==> src/rtl/seq_array_multiplier.sv <==
`default_nettype none
// ============================================================================
// seq_array_multiplier : sequential array multiplier, ROWS_PER_CYCLE rows/clk,
//                        valid/ready on both sides; SIGNED_MUL_EN adds op_signed
// Revision: 1.0
// ============================================================================
module seq_array_multiplier #(
    parameter int WIDTH          = 16,
    parameter int ROWS_PER_CYCLE = 4
) (
    input  logic                 clk,
    input  logic                 rst_n,
    input  logic                 in_valid,
    output logic                 in_ready,
    input  logic [WIDTH-1:0]     a,
    input  logic [WIDTH-1:0]     b,
`ifdef SIGNED_MUL_EN
    input  logic                 op_signed,
`endif
    output logic                 out_valid,
    input  logic                 out_ready,
    output logic [2*WIDTH-1:0]   product,
    output logic                 busy
);

    localparam int c_N     = WIDTH / ROWS_PER_CYCLE;
    localparam int c_CNT_W = (c_N > 1) ? $clog2(c_N) : 1;
    localparam logic [c_CNT_W-1:0] c_LAST = c_CNT_W'(c_N - 1);

    generate
        if ((WIDTH < 2) || (WIDTH > 64)) begin : g_bad_width
            $error("seq_array_multiplier: WIDTH must be in 2..64");
        end
        if ((ROWS_PER_CYCLE < 1) || ((WIDTH % ROWS_PER_CYCLE) != 0)) begin : g_bad_rows
            $error("seq_array_multiplier: ROWS_PER_CYCLE must divide WIDTH");
        end
    endgenerate

    typedef enum logic [1:0] {
        ST_IDLE  = 2'd0,
        ST_ACCUM = 2'd1,
        ST_DONE  = 2'd2
    } state_t;

    state_t                 r_state;
    state_t                 w_state_next;
    logic [2*WIDTH-1:0]     r_a;
    logic [WIDTH-1:0]       r_b;
    logic [2*WIDTH-1:0]     r_acc;
    logic [2*WIDTH-1:0]     r_product;
    logic [c_CNT_W-1:0]     r_cnt;
    logic                   r_out_valid;
    logic                   w_last;
    logic                   w_neg_last;
    logic [2*WIDTH-1:0]     w_a_ext;
    logic [2*WIDTH-1:0]     w_row;
    logic [2*WIDTH-1:0]     w_acc_next;

    assign w_last = (r_cnt == c_LAST);

`ifdef SIGNED_MUL_EN
    logic r_signed;
    assign w_a_ext    = op_signed ? {{WIDTH{a[WIDTH-1]}}, a} : {{WIDTH{1'b0}}, a};
    assign w_neg_last = r_signed & w_last;
`else
    assign w_a_ext    = {{WIDTH{1'b0}}, a};
    assign w_neg_last = 1'b0;
`endif

    // r_a / r_b are pre-shifted each cycle, so row k of this cycle is always
    // r_b[k] * (r_a << k); the top row of the last cycle is b's sign bit.
    always_comb begin
        w_acc_next = r_acc;
        w_row      = '0;
        for (int k = 0; k < ROWS_PER_CYCLE; k++) begin
            w_row = r_b[k] ? (r_a << k) : '0;
            if (w_neg_last && (k == ROWS_PER_CYCLE - 1)) begin
                w_acc_next = w_acc_next - w_row;
            end else begin
                w_acc_next = w_acc_next + w_row;
            end
        end
    end

    always_comb begin
        w_state_next = r_state;
        case (r_state)
            ST_IDLE:  if (in_valid)                  w_state_next = ST_ACCUM;
            ST_ACCUM: if (w_last)                    w_state_next = ST_DONE;
            ST_DONE:  if (r_out_valid && out_ready)  w_state_next = ST_IDLE;
            default:                                 w_state_next = ST_IDLE;
        endcase
    end

    always_ff @(posedge clk or negedge rst_n) begin
        if (!rst_n) begin
            r_state <= ST_IDLE;
        end else begin
            r_state <= w_state_next;
        end
    end

    always_ff @(posedge clk or negedge rst_n) begin
        if (!rst_n) begin
            r_a         <= '0;
            r_b         <= '0;
            r_acc       <= '0;
            r_product   <= '0;
            r_cnt       <= '0;
            r_out_valid <= 1'b0;
`ifdef SIGNED_MUL_EN
            r_signed    <= 1'b0;
`endif
        end else begin
            case (r_state)
                ST_IDLE: begin
                    if (in_valid) begin
                        r_a   <= w_a_ext;
                        r_b   <= b;
                        r_acc <= '0;
                        r_cnt <= '0;
`ifdef SIGNED_MUL_EN
                        r_signed <= op_signed;
`endif
                    end
                end
                ST_ACCUM: begin
                    r_acc <= w_acc_next;
                    r_a   <= r_a << ROWS_PER_CYCLE;
                    r_b   <= r_b >> ROWS_PER_CYCLE;
                    r_cnt <= r_cnt + c_CNT_W'(1);
                end
                ST_DONE: begin
                    // First DONE cycle publishes the result; product then holds.
                    if (!r_out_valid) begin
                        r_out_valid <= 1'b1;
                        r_product   <= r_acc;
                    end else if (out_ready) begin
                        r_out_valid <= 1'b0;
                    end
                end
                default: begin
                    r_out_valid <= 1'b0;
                end
            endcase
        end
    end

    assign in_ready  = (r_state == ST_IDLE);
    assign busy      = (r_state != ST_IDLE);
    assign out_valid = r_out_valid;
    assign product   = r_product;

endmodule
`default_nettype wire

==> config.mk <==
export PLATFORM = sky130hd
export DESIGN_NAME = seq_array_multiplier
export DESIGN_NICKNAME = d
export VERILOG_FILES = /design/src/rtl/seq_array_multiplier.sv
export SDC_FILE = /design/constraint.sdc
export NUM_CORES = 1
export LEC_CHECK = 0
export ABC_AREA = 1
export BUFFER_PORTS_ARGS = -buffer_cell sky130_fd_sc_hd__buf_2
export CORE_MARGIN = 5
export CORE_UTILIZATION = 54
export CTS_CLUSTER_DIAMETER = 60
export CTS_CLUSTER_SIZE = 12
export DETAILED_ROUTE_END_ITERATION = 6
export PLACE_DENSITY = 0.73
export SLEW_MARGIN = 10
export SYNTH_ARGS = -nofsm -noshare
export SYNTH_HDL_FRONTEND = slang
export SYNTH_SLANG_ARGS = --single-unit
==> constraint.sdc <==
create_clock -name clk -period 9.78 [get_ports clk]
set_clock_uncertainty 0.2 [all_clocks]
set_input_delay 1.467 -clock clk [delete_from_list [all_inputs] [get_ports clk]]
set_output_delay 1.467 -clock clk [all_outputs]
set_load 0.05 [all_outputs]
After elaboration in Yosys (flattened, before gate mapping)
Index checks and enable logic that the tools add are counted.
Widths: inputs -> output; s select.
{"block": "word_totals", "reg_bits": 117, "latch_bits": 0, "ramBits": 0, "romBits": 0, "out_inout_bits": 35, "elab_cells": 46, "mem_count": 0}
{"block": "classes", "n_addsub": 5, "multipliers": 0, "div": 0, "order_cmp": 0, "n_eq_ne": 6, "shifts": 0, "n_mux": 19, "bitwise": 1, "reduce_logical": 8}
{"operator": "$mux 32", "n": 6}
{"operator": "$add 32x32->32", "n": 4}
{"operator": "$pmux 32 s2", "n": 2}
{"operator": "$pmux 16 s2", "n": 1}
{"operator": "$mux 16", "n": 1}
{"operator": "$mux 2", "n": 4}
{"operator": "$ne 2x2->1 const B", "n": 3}
{"operator": "$pmux 2 s3", "n": 1}
{"operator": "$eq 2x2->1 const B", "n": 2}
{"operator": "$pmux 2 s2", "n": 1}
{"operator": "$reduce_and 2->1", "n": 2}
{"operator": "$reduce_bool 2->1", "n": 2}
{"operator": "$reduce_and 3->1", "n": 1}
{"operator": "$add 2x1->2 const B", "n": 1}
{"operator": "$eq 2x1->1 const B", "n": 1}
{"operator": "$logic_not 2->1", "n": 1}
{"operator": "$mux 1", "n": 2}
{"operator": "$pmux 1 s2", "n": 1}
{"operator": "$reduce_or 2->1", "n": 1}
{"operator": "$logic_and 1x1->1", "n": 1}
{"operator": "$not 1->1", "n": 1}

Logic depth before layout (Yosys ltp)
Gate-level depths: netlist of the first run.
{"block": "logic_depth", "word_depth": 6, "mapped_depth": 23}

Worst setup path before layout of the first run
OpenSTA, ideal clock, no wires.
{"block": "synth_timing", "kind": "register to register", "startpoint": "reg r_b[0]", "endpoint": "reg r_acc[27]", "t_arrival_ps": 3748, "required_time_ps": 9462, "slack_ps": 5714, "stages_incl_launch_ff": 23, "n_path_buf": 2, "synth_period_minus_slack_ps": 4066, "cell_sequence": "dfrtp_1 -> buf_2 -> clkbuf_1 -> nand2_1 -> fa_1 -> inv_1 -> fa_1 -> inv_1 -> fa_1 -> inv_1 -> ha_1 -> inv_1 -> fa_1 -> inv_1 -> nand3_1 -> nand3_1 -> nand3_1 -> nand2_1 -> nand2_1 -> nand3_1 -> nand2_1 -> nand3_1 -> nand2_1"}
{"block": "synth_between", "elab_chain_cells": 6}
{"item": "from (decl)", "line": "48", "text": "logic [WIDTH-1:0] r_b;"}
{"item": "from (signal assigned)", "line": "130", "text": "r_b <= r_b >> ROWS_PER_CYCLE;"}
{"item": "$mux 32", "line": "76", "text": "w_row = r_b[k] ? (r_a << k) : '0;"}
{"item": "$add 32x32->32 (4 in a row)", "line": "80", "text": "w_acc_next = w_acc_next + w_row;"}
{"item": "$pmux 32 s2", "line": "115", "text": "case (r_state)"}
{"item": "to (signal assigned)", "line": "128", "text": "r_acc <= w_acc_next;"}
{"item": "to (decl)", "line": "49", "text": "logic [2*WIDTH-1:0] r_acc;"}
No other way between the ends.
A chain may end at the register's enable or synchronous reset.

Worst setup path after layout of the first run
{"block": "layout_timing", "startpoint": "reg r_b[3]", "endpoint": "reg r_acc[17]"}
{"block": "layout_between", "elab_chain_cells": 3}
{"item": "$mux 32", "line": "76"}
{"item": "$add 32x32->32", "line": "80"}
{"item": "$pmux 32 s2", "line": "115"}
No other way between the ends.

==> results.json, run 1 <==
{
  "outcome": "completed",
  "grt_max_degree": 71,
  "setup_viol": 0,
  "start_kind": "register",
  "synth.distinct_cells": 38,
  "syn_area_um2": 9840,
  "synthCells": 1347,
  "cts_setup_buffers": 0,
  "synth_adder_area_share": 0.220,
  "avgRoutedWirePerCell_um": 14.7,
  "num_rows": 49,
  "final_cell_mix": "nand2_1 (404), inv_1 (342), dfrtp_1 (117), o21ai_0 (97), fa_1 (88)",
  "synth_nets": 1503,
  "cts_buffers": 17,
  "stdcell_count": 1642,
  "dpl.cell_count": 1611,
  "clkTransAtPathRegs_ps": 60,
  "fmax_mhz": 198,
  "synthXorXnorAreaFrac": 0.00356,
  "tns_ps": 0,
  "finalCritPeriodShare": 0.518,
  "crit_required_ps": 9860,
  "synth.mux.area_fraction": 0.00229,
  "synth_top_family_by_area": "simple AND/OR/NAND/NOR gates",
  "grt_pass1_wl_mm": 41.1,
  "end_kind": "register",
  "antenna_found_initial": 0,
  "final_common_cell": "nand2_1",
  "period_minus_slack_ps": 5060,
  "crit_type": "reg2reg",
  "gp_congestion": 0.930,
  "diodes": 0,
  "synth_compound_area_frac": 0.100,
  "arrival_ps": 5140,
  "ys_seq_area_frac": 0.297,
  "relSlewSlack": 0.134,
  "layout-drive-gt1-share": 0.0991,
  "ctsHoldBuffers": 0,
  "nets": 1557,
  "clock_tree.root_cell": "clkbuf_16",
  "grt_usage": 0.238,
  "dieArea_um2": 21000,
  "tightestPinTransition_ps": 1300,
  "drt_iter0_drc": 544,
  "fp.dieH_um": 145,
  "clk_path_buf_depth": 2,
  "grt_pass1_vias": 8419,
  "cts_resized": 0,
  "htreeDepth": 4,
  "dp.final_hpwl_mm": 18.1,
  "yosysWarnings": 0,
  "postSynthAreaPerCell_um2": 7.31,
  "port-buffer-count": 70,
  "grt_setup_unrepaired": "no",
  "max_cap_violations": 0,
  "ys_seq_elements": 117,
  "yosys.area_share.simple": 0.225,
  "drv_slew": 0,
  "async_reset_ff_frac": 1.00,
  "clk_latency_ps": 420,
  "viasPerCell": 5.12,
  "synth_edf_count": 0,
  "ios": 71,
  "dieWidth_um": 145,
  "cts_tree": "built",
  "design.core.area_um2": 18000,
  "cts_sinks": 117,
  "start_util": 0.548,
  "synthFlopType": "dfrtp_1",
  "drc_errors": 0,
  "postRouteAntennaNets": 0,
  "drt_first_pass_iters": 7,
  "drt_wl_total_mm": 24.2,
  "grt_remaining_overflow": 0,
  "dr_total_vias": 8399,
  "syn_to_final_growth_pct": 11.6,
  "finalHoldViolCount": 0,
  "worstHoldPathType": "reg2reg",
  "critPathMaxFanout": 32
}
worst paths after layout:
check,start,end,slack (ps),cells after the start
setup reg to reg,r_b[3],r_acc[17],4720,20
min in group asynchronous,rst_n,product[31],910,1
max in group asynchronous,rst_n,r_a[14],7220,2
setup / recovery,r_b[3],r_acc[17],4720,20
hold reg to reg,product[13],product[13],280,2
hold / removal,product[13],product[13],280,2
per-stage QoR:
step / instance area [um^2] / setup WS, ps / util / hold WS [ps]
3_3_place_gp: 10400 / 4940 / 0.576 / 263
6_report: 11000 / 4720 / 0.612 / 277
3_5_place_dp: 10400 / 4790 / 0.576 / 268
4_1_cts: 11000 / 4770 / 0.612 / 282
2_1_floorplan: 9840 / 5710 / - / 249
5_1_grt: 11000 / 4450 / 0.612 / 298
sequential cells by signal, summed over array words and instances, names as in the netlist:
register   cells
out_valid      1
r_state        2
r_cnt          2
r_a           32
r_b           16
product       32
r_acc         32
per-layer routing:
| layer | vias up | global-route usage | part of all wire |
|---|---|---|---|
| met5 | - | 0 | 0 |
| met4 | 0 | 0.0796 | 0.024 |
| met3 | 41 | 0.0430 | 0.051 |
| met2 | 233 | 0.398 | 0.49 |
| met1 | 3983 | 0.315 | 0.44 |
| li1 | 4142 | - | - |
logic make-up (layout without fill, tap and decap cells):
kind of cell / Yosys count / after routing
multiplexers: 2 / 2
AND/OR/NAND/NOR: 536 / 536
buffers and inverters: 391 / 457
XOR/XNOR: 4 / 4
flip-flops: 117 / 117
AO/OA/AOI/OAI: 177 / 177
adder cells (fa/ha/maj): 120 / 120
cell type report:
class                      instances  area (um^2)
fill                            1635         6980
multi-input combinational        839         5430
sequential                       117         2930
inverter                         349         1310
clock buffer                      19          453
timing repair buffer              77          405
tap                              229          287
clock inverter                    12          179
cells in the mapped netlist (all sizes together) (3+ instances only):
cell,instances,area (um^2)
buf,10,52.6
nor2,46,215
fa,88,1760
dfrtp,117,2930
o211ai,20,150
o22ai,19,119
xnor2,3,26.3
o21bai,5,37.5
nand2,410,1550
nand4,7,43.8
inv,348,1310
clkbuf,32,133
ha,32,400
a21oi,29,149
nand3b,4,30.0
nand3,64,335
and2,3,18.8
o21ai,100,500
critical path, cell delays in order, from the launching register on:
cell and delay [ps]:
dfrtp_1 1200, nand2_1 180, fa_1 560, inv_1 50, fa_1 530, inv_1 50
fa_1 460, inv_1 70, ha_1 200, inv_1 70, fa_1 400, inv_1 100
nand3_1 70, nand3_1 190, nand2_1 70, nand2_1 140, nand3_1 90, nand2_1 80
nand2_1 50, nand2_1 60, o22ai_1 80
Power of run 1 is not shown: default switching activity piles up to over one toggle a cycle in this logic, so the estimate is an artifact.
==> run 2, diff against run 1 <==
--- a/config.mk
+++ b/config.mk
@@ -5,7 +5,7 @@
 export SDC_FILE = /design/constraint.sdc
 export NUM_CORES = 1
 export LEC_CHECK = 0
-export ABC_AREA = 1
+export ABC_AREA = 0
 export BUFFER_PORTS_ARGS = -buffer_cell sky130_fd_sc_hd__buf_2
 export CORE_MARGIN = 5
 export CORE_UTILIZATION = 54
==> constraint.sdc (replaced) <==
create_clock -name clk -period 5 [get_ports clk]
set_clock_uncertainty 0.2 [all_clocks]
set_input_delay 0.75 -clock clk [delete_from_list [all_inputs] [get_ports clk]]
set_output_delay 0.75 -clock clk [all_outputs]
set_load 0.05 [all_outputs]
==> run 2 against run 1 <==
Effect of this change:
- utilization is 2.1 points higher
- clock-buffer cell count is 3 higher
- sequential cell count unchanged
- area after synthesis shrank 9.0%
- synthesized cell count fell by 30%
- critical path depth shrank 1
- worst setup slack got worse by 4500 ps
- first-iteration DRC count fell by 35%
- fmax grew 6.1%
- critical path type unchanged
- final area is 5.5% lower
- via count is 21% lower
- highest routed layer unchanged
- non-clock buffer count is 28 higher
==> results.json, run 2 <==
{
  "syn_to_final_growth_pct": 15.9,
  "critPathMaxStageDelay_ps": 480,
  "synth_edf_count": 0,
  "nets": 1190,
  "grt_pass1_vias": 7034,
  "final_cell_mix": "inv_1 (194), nand2_1 (148), dfrtp_1 (113), fa_1 (88), buf_2 (69)",
  "tightestPinTransition_ps": 889,
  "outcome": "completed",
  "synth.distinct_cells": 54,
  "drc_errors": 0,
  "critPathMaxFanout": 15,
  "synthFlopType": "dfrtp_1",
  "synth.area.top_cells": "dfrtp_1 (33%), fa_1 (20%), inv_1 (8.1%), nand2_1 (6.2%), ha_1 (4.5%)",
  "clkTransAtPathRegs_ps": 50,
  "synth.top_cells.by_count": "inv_1 (194), nand2_1 (148), dfrtp_1 (117)",
  "synth_nets": 1103,
  "relSlewSlack": 0.408,
  "synth_top_area_cell": "dfrtp_1",
  "crit_buf_inv": 6,
  "postSynthAreaPerCell_um2": 9.46,
  "fp.dieH_um": 139,
  "crit_type": "reg2reg",
  "diodes": 0,
  "synthCells": 947,
  "ios": 71,
  "grt_pass1_wl_mm": 35.4,
  "worstHoldPathType": "reg2reg",
  "ys_seq_area_frac": 0.327,
  "finalHoldViolCount": 0,
  "fmax_mhz": 210,
  "period_minus_slack_ps": 4770,
  "dp.final_hpwl_mm": 14.8,
  "async_reset_ff_frac": 1.00,
  "layout-drive-gt1-share": 0.174,
  "critPathTopFamily": "adder cells",
  "syn_area_um2": 8960,
  "grt_usage": 0.226,
  "placed_area_um2": 9700,
  "clock_tree.root_cell": "clkbuf_16",
  "max_cap_violations": 0,
  "drt_iter0_drc": 353,
  "end_kind": "register",
  "postRouteAntennaNets": 0,
  "clk_path_buf_depth": 2,
  "htreeDepth": 4,
  "clk_latency_ps": 420,
  "synth_most_common_cell": "inv_1",
  "slowest_stage": "fa_1",
  "start_kind": "register",
  "yosysWarnings": 0,
  "ys_seq_elements": 117,
  "design.core.area_um2": 16400,
  "drt_first_pass_iters": 5,
  "dr_total_vias": 6649,
  "setup_viol": 0,
  "grt_remaining_overflow": 0,
  "dieWidth_um": 139,
  "finalCritPeriodShare": 0.954,
  "final_area_um2": 10400,
  "cts_sinks": 117,
  "start_util": 0.546,
  "port-buffer-count": 70,
  "final_common_cell": "inv_1",
  "drv_slew": 0,
  "avgRoutedWirePerCell_um": 16.1,
  "antenna_found_initial": 0,
  "arrival_ps": 4860,
  "worstPathCellList": "buf_12 > buf_4 > nand2_1 > fa_1 > inv_1 > fa_1 > inv_1 > fa_1 > inv_1 > ha_1 > and3_1 > and3_4 > a221o_1 > a211oi_2 > buf_4 > o21ai_1 > o41ai_2 > xor2_1 > o21ai_1",
  "grt_max_degree": 88,
  "cts_tree": "built",
  "viasPerCell": 5.26,
  "cts_buffers": 17,
  "drt_wl_total_mm": 20.4,
  "num_rows": 47,
  "crit_required_ps": 5090,
  "synth_top_area_frac": 0.327,
  "dieArea_um2": 19300,
  "gp_congestion": 0.905
}
-- run 2: final timing paths --
| kind | slack (ps) | startpoint | cells after the start | to |
|---|---|---|---|---|
| min in group asynchronous | 500 | rst_n | 2 | r_a[5] |
| max reg2reg | 230 | r_b[3] | 19 | r_acc[27] |
| min reg2reg | 280 | r_b[11] | 2 | r_b[11] |
| max in group asynchronous | 2970 | rst_n | 3 | r_b[0] |
| max | 230 | r_b[3] | 19 | r_acc[27] |
| min | 280 | r_b[11] | 2 | r_b[11] |
-- run 2: through the flow --
stage,utilization,setup slack [ps],hold slack [ps],setup TNS (ps),std cells
2_1_floorplan,-,274,250,0,947
3_3_place_gp,0.591,121,261,0,1230
3_5_place_dp,0.591,32.8,275,0,1230
4_1_cts,0.628,5.60,287,0,1261
5_1_grt,0.633,-5.93,312,-5.93,1265
6_report,0.633,230,280,0,1265
-- run 2: worst min-delay path: cells and delay by family (launching register included) --
family	cells	cell delay, ps
flops	1	340
compound gates	1	60
simple gates	1	40
-- run 2: layout make-up --
class | instances | area, um^2
repair buffers | 105 | 634
inverters | 194 | 728
flip-flops and latches | 117 | 2930
multi-input cells | 599 | 5230
fillers | 1335 | 6020
clock inverters | 8 | 126
clock buffers | 22 | 464
well taps | 220 | 275
-- run 2: what timing repair did --
action / 4_1_cts / 5_1_grt
setup endpoints to repair: 0 / 11
setup buffers: 0 / 4
endpoints found under the hold margin: 9 / 0
hold buffers: 1 / 0
gates resized for setup: 0 / 13
-- run 2: layer usage --
layer / global-route usage / vias up / part of all wire
li1: - / 3184 / -
met1: 0.308 / 3305 / 0.46
met2: 0.366 / 137 / 0.48
met3: 0.0562 / 23 / 0.043
met4: 0.0566 / 0 / 0.013
met5: 0 / - / 0
-- run 2: kinds of logic after synthesis --
family,count (synthesis),share of synthesized area
adder cells (fa/ha/maj),120,0.241
multiplexers,58,0.0694
buffers and inverters,231,0.0968
XOR/XNOR,27,0.0264
AO/OA/AOI/OAI,158,0.120
AND/OR/NAND/NOR,236,0.120
flip-flops,117,0.327
Power of run 2 is left out for the same reason.
